File: src/rtl/qcl_pipe_flow_ctrl.sv
`default_nettype none
// ============================================================================
// Module  : qcl_pipe_flow_ctrl
// Purpose : Credit-based valid/ready wrapper around a fixed-latency pipe,
//           with a skid FIFO that catches the pipe output.
// Rev     : 1.0  initial release
// ============================================================================
module qcl_pipe_flow_ctrl #(
  parameter int width_p  = 32,
  parameter int stages_p = 4,
  parameter int els_p    = 8
) (
  input  logic                       clk_i,
  input  logic                       reset_i,
  input  logic                       v_i,
  input  logic [width_p-1:0]         data_i,
  output logic                       ready_o,
  output logic [width_p-1:0]         pipe_d_o,
  output logic                       pipe_v_o,
  input  logic [width_p-1:0]         pipe_d_i,
  output logic                       v_o,
  output logic [width_p-1:0]         data_o,
  input  logic                       yumi_i,
  output logic [$clog2(els_p+1)-1:0] count_o
);

  localparam int                 c_cnt_w = $clog2(els_p + 1);
  localparam int                 c_ptr_w = (els_p > 1) ? $clog2(els_p) : 1;
  localparam logic [c_cnt_w-1:0] c_els   = c_cnt_w'(els_p);
  localparam logic [c_ptr_w-1:0] c_last  = c_ptr_w'(els_p - 1);

  logic                w_fire;
  logic                w_wr;
  logic                w_rd;
  logic [stages_p-1:0] r_vld;
  logic [c_cnt_w-1:0]  r_count;
  logic [c_cnt_w-1:0]  r_occ;
  logic [c_ptr_w-1:0]  r_wptr;
  logic [c_ptr_w-1:0]  r_rptr;
  logic [width_p-1:0]  r_mem [els_p];

  // Credits cover every beat in flight, so admission never needs yumi_i.
  assign ready_o  = !reset_i && (r_count < c_els);
  assign w_fire   = v_i & ready_o;
  assign pipe_d_o = data_i;
  assign pipe_v_o = w_fire;
  assign w_wr     = r_vld[stages_p-1];
  assign v_o      = (r_occ != '0);
  assign w_rd     = yumi_i & v_o;
  assign data_o   = r_mem[r_rptr];
  assign count_o  = r_count;

  generate
    if (stages_p == 1) begin : g_vld_single
      always_ff @(posedge clk_i) begin
        if (reset_i) r_vld <= '0;
        else         r_vld <= w_fire;
      end
    end else begin : g_vld_multi
      always_ff @(posedge clk_i) begin
        if (reset_i) r_vld <= '0;
        else         r_vld <= {r_vld[stages_p-2:0], w_fire};
      end
    end
  endgenerate

  always_ff @(posedge clk_i) begin
    if (reset_i) begin
      r_wptr  <= '0;
      r_rptr  <= '0;
      r_occ   <= '0;
      r_count <= '0;
    end else begin
      if (w_wr) r_wptr <= (r_wptr == c_last) ? '0 : r_wptr + 1'b1;
      if (w_rd) r_rptr <= (r_rptr == c_last) ? '0 : r_rptr + 1'b1;
      case ({w_wr, w_rd})
        2'b10:   r_occ <= r_occ + 1'b1;
        2'b01:   r_occ <= r_occ - 1'b1;
        default: r_occ <= r_occ;
      endcase
      case ({w_fire, yumi_i})
        2'b10:   r_count <= r_count + 1'b1;
        2'b01:   r_count <= r_count - 1'b1;
        default: r_count <= r_count;
      endcase
    end
  end

  // Storage carries no reset; only slots marked valid are ever read.
  always_ff @(posedge clk_i) begin
    if (w_wr) r_mem[r_wptr] <= pipe_d_i;
  end

  a_no_overflow: assert property (@(posedge clk_i) disable iff (reset_i)
    !(w_wr && (r_occ == c_els)));
  a_no_underflow: assert property (@(posedge clk_i) disable iff (reset_i)
    !(yumi_i && !v_o));

endmodule
`default_nettype wire

File: config.mk
export PLATFORM = sky130hd
export DESIGN_NAME = qcl_pipe_flow_ctrl
export DESIGN_NICKNAME = d
export VERILOG_FILES = /design/src/rtl/qcl_pipe_flow_ctrl.sv
export SDC_FILE = /design/constraint.sdc
export NUM_CORES = 1
export LEC_CHECK = 0
export CAP_MARGIN = 20
export CORE_UTILIZATION = 45
export DETAILED_ROUTE_END_ITERATION = 16
export GPL_TIMING_DRIVEN = 0
export PLACE_DENSITY = 0.78
export SYNTH_ARGS = -nofsm -noshare
export SYNTH_HDL_FRONTEND = slang
export SYNTH_SLANG_ARGS = --single-unit
File: constraint.sdc
create_clock -name clk_i -period 3 [get_ports clk_i]
set_clock_uncertainty 0.05 [all_clocks]
set_input_delay 0.9 -clock clk_i [delete_from_list [all_inputs] [get_ports clk_i]]
set_output_delay 0.9 -clock clk_i [all_outputs]
set_load 0.05 [all_outputs]
; Yosys cells after proc, flatten, opt, wreduce, memory -nomap -nowiden
; Memory sizes are Yosys's and may differ from the RTL's. A register that Yosys moved wholly into a read port is not among the register bits.
; Index checks and enable logic that the tools add are counted.
[op_classes]
addsub = 6
order_cmp = 1
n_eq_ne = 6
muxes = 8
n_bitwise = 2
reduce_logical = 5
[op_table]
columns = op, n
row1 = 4-bit case mux with 2 select lines, 2
row2 = 3-bit two-way mux, 4
row3 = 4-bit by 1-bit adder with 4-bit output (second input constant), 2
row4 = 4-bit by 1-bit subtractor with 4-bit output (second input constant), 2
row5 = 3-bit by 1-bit adder with 3-bit output (second input constant), 2
row6 = 3-bit == test (second input constant), 2
row7 = 2-bit by 1-bit == test with 1-bit output (second input constant), 2
row8 = 2-bit == test (second input constant), 2
row9 = 4-bit less-than comparator (second input constant), 1
row10 = 2-bit nonzero test, 2
row11 = 4-bit nonzero test, 1
row12 = 1-bit AND, 2
row13 = 1-bit two-way mux, 2
row14 = 1-bit logical AND, 1
row15 = 1-bit logical NOT, 1
[word_totals]
ff_bits = 18
ram_bits = 256
memories = 1
[memory_table]
columns = name, words, word_bits, rd, rd_clocked_by_memory_dff, wr, line
row1 = r_mem, 8, 32, 1, 1, 1, 40  ; logic [width_p-1:0] r_mem [els_p];

; Longest topological paths before layout
[logic_depth]
ltp_word = 5
depth_mapped = 10

; Least setup slack after synthesis
; No wires, ideal clock.
[synth_path]
path_kind = input to register
from = input port reset_i
to = register r_count[3] (netlist: count_o[3])
setup_ns = 0.121
arrival_time_ns = 3.315
path_slack_ns = -0.486
cell_stages = 9
path_buffers = 2
cell_sequence = clkbuf_1 nor2_1 nand2_1 ha_1 clkbuf_1 nor4b_1 o21ai_0 o31ai_1 mux2_2
[synth_between]
elab_chain_len = 5
word_cells_on_any_way = 7
[synth_rtl]
columns = item, line
row1 = start: declaration, 14  ; input logic reset_i,
row2 = 1-bit logical NOT (*), 43  ; assign ready_o = !reset_i && (r_count < c_els);
row3 = 1-bit logical AND (*), 43
row4 = via ready_o, 17  ; output logic ready_o,
row5 = 1-bit AND (*), 44  ; assign w_fire = v_i & ready_o;
row6 = 2-bit by 1-bit == test with 1-bit output / 2-bit == test (equally long branches), 81  ; case ({w_fire, yumi_i})
row7 = 4-bit case mux with 2 select lines / 2-bit nonzero test (equally long branches), -
row8 = end signal: assignment, 82  ; 2'b10: r_count <= r_count + 1'b1;
row9 = end signal: assignment, 83  ; 2'b01: r_count <= r_count - 1'b1;
row10 = end signal: assignment, 84  ; default: r_count <= r_count;
row11 = end: declaration, 36  ; logic [c_cnt_w-1:0] r_count;
; Mark *: on every way through the listed nets, which the timed path passes. The rest lies on a longest branch.
; A chain may end at the register's enable or synchronous reset.

==> flow_summary.yaml <==
power_and_ir_drop:
  p_leak_uw: 0.00466
  p_total_uw: 8680
  power.density_mw_per_mm2: 622
  ir_worst_vdd_mv: 0.399
synth:
  synth.largest_area_cell: "edfxtp_1"
  post_synth_num_cell_types: 34
  ys_top_cells_by_area: "edfxtp_1 (70%), mux4_2 (7.5%), mux4_1 (6.4%)"
  synth_top_area_share_pct: 69.6
  syn_nets: 595
  synth_seq_cells: 277
  synth_cells: 517
  syn_area_mm2: 0.0110
  syn_avg_cell_area_um2: 21.4
  synth_warnings: 0
  ys_seq_area_share_pct: 73.4
run:
  maxCapViolations: 0
drt:
  drc: 0
  vias_per_cell: 5.40
  ant_nets: 0
  wl_per_cell_um: 22.4
  vias: 5445
  wl_mm: 22.6
  drt_iter0_markers: 374
  drt_first_pass_iters: 4
sta:
  finalCritPeriodShare_pct: 106
  clock.fmax_mhz: 313
  max_slew_margin_pct: 44.3
  finalSetupViolations: 32
  period_minus_slack_ns: 3.19
  tightestPinTransition_ns: 0.833
  worst_hold_slack_ns: 0.383
  hold_viol: 0
  maxSlewViolCount: 0
  rsz0062_at_grt: "true"
  final.setup.worst_slack_ns: -0.191
critical_path:
  reg2reg_depth: 10
  cp-start-kind: "flip-flop"
  required_ns: 2.05
  endpoint_kind: "output pin"
  r2r_start: "r_occ[0]$_SDFFE_PP0P_"
  arrival_ns: 2.24
  crit_fanout: 5
  worstSetupPathType: "flip-flop to output pin"
floorplanning:
  die_y_um: 159
  boundaryPins: 139
  dieArea_mm2: 0.0252
  coreArea_mm2: 0.0238
  start_util_pct: 46.5
  fp.dieW_um: 159
  placementRows: 56
final_layout:
  final_common_cell: "edfxtp_1"
  drive_above_1_share_pct: 36.4
  fin_nets: 749
  syn_to_final_growth_pct: 26.4
  final_cell_mix: "edfxtp_1 (256), clkdlybuf4s50_1 (70), mux4_2 (62)"
  diodes: 0
min_path:
  hold_path_class: "flip-flop to flip-flop"
  hold_depth: 1
  hold_start: "r_vld[2]$_SDFF_PP0_"
run_status:
  failed_checks: "setup timing"
  status: "complete, but fails checks"
grt:
  grt_pass1_vias: 5738
  grt_pass1_wl_mm: 32.5
  grt_antenna_before_repair: 1
  grt_max_degree: 22
  grt_overflow: 0
  grt_usage_pct: 17.9
cts:
  clock_sinks: 277
  cts_buffers: 27
  ctsHoldBuffers: 0
  clock_tree.root_cell: "clkbuf_16"
  cts_buffer_depth: 3
  htreeDepth: 1
  cts.clk_slew.worst_paths_ns: 0.06
  cts_tree: "done"
  worstSkewPairLatency_ns: 0.53
placement:
  io_buffers: 105
  gp_congestion: 0.713
  dpl.hpwl_mm: 13.3
## cell usage after synthesis, drive strengths merged
cell and number:
o21ai 5, nand2b 4, nand3 1, clkbuf 4, nor2 18, o31ai 1
nand2 10, nor3b 1, or4 1, mux2i 3, nor4bb 1, edfxtp 256
nor4b 1, nor2b 6, mux4 64, a21oi 9, nor3 2, nand4b 1
mux2 34, inv 4, buf 49, ha 10, a32o 1, xor2 6
o22ai 1, or3 3, dfxtp 21
## per-layer routing
metal | up-vias | wire length (um) | GRT usage [%]
met5 | - | 0 | 0
met4 | 0 | 378 | 5.08
met3 | 30 | 1690 | 3.16
met2 | 236 | 11600 | 31.2
met1 | 2799 | 8870 | 23.1
li1 | 2380 | - | -
## logic make-up (layout without fill, tap and decap cells)
group	Yosys count	count (layout)	share of synthesized area [%]
DFF	277	277	73.4
muxes	101	101	18.2
buffers and inverters	57	230	3.65
and+or+nand+nor	49	49	2.24
AOI/OAI and AO/OA	17	17	0.850
adders and majority gates	10	10	1.13
xor gates and xnor gates	6	6	0.476
## repair_timing
item / 4_1_cts / 5_1_grt
gates cloned: 0 / 8
gates resized for setup: 249 / 57
setup endpoints to repair: 35 / 33
setup buffers: 2 / 0
## per-stage QoR
step | TNS, ns | std cells | instance area (um2) | worst slack (ns) | utilization (%)
global route | -6.06 | 1009 | 14000 | -0.220 | 58.7
finish | -4.65 | 1009 | 14000 | -0.191 | 58.7
CTS | -4.56 | 1001 | 13700 | -0.179 | 57.6
detailed placement | -12.06 | 951 | 12800 | -0.471 | 53.8
floorplan | -0.000304 | 517 | 11100 | -0.000304 | -
global placement | -197.75 | 941 | 12500 | -0.851 | 52.7
## power by group
group          leakage (uW)  switching (uW)  internal, uW
combinational       0.00176             583           557
clock              0.000425            1370          1900
sequential          0.00247            32.3          4240
total               0.00466            1980          6700
## worst paths after layout
path         slack [ns]                    end
max reg2reg        0.30  r_occ[2]$_SDFFE_PP0P_
min reg2reg        0.38    r_vld[3]$_SDFF_PP0_
min                0.38    r_vld[3]$_SDFF_PP0_
max               -0.19             data_o[16]
## sequential cells by signal, indices dropped and copies added (netlist names), named ones only
register	cells
r_rptr	3
r_vld	4
count_o	4
r_wptr	3
r_mem	256
r_occ	4
## area by class of cell
cell class              instances  area, um2
fillers                      1667       9800
flip-flops and latches        277       8110
multi-input cells             183       2560
repair buffers                125       1540
clock buffers                  29        683
plain buffers                  53        469
well taps                     319        399
clock inverters                19        174
inverters                       4       15.0
## critical path, stage by stage, from the launching register on
cell	delay (ns)
dfxtp_4	0.40
clkbuf_16	0.18
buf_12	0.13
mux4_2	0.52
mux2_4	0.31
buf_6	0.16
Note: power is estimated with default switching activity, not from simulation.
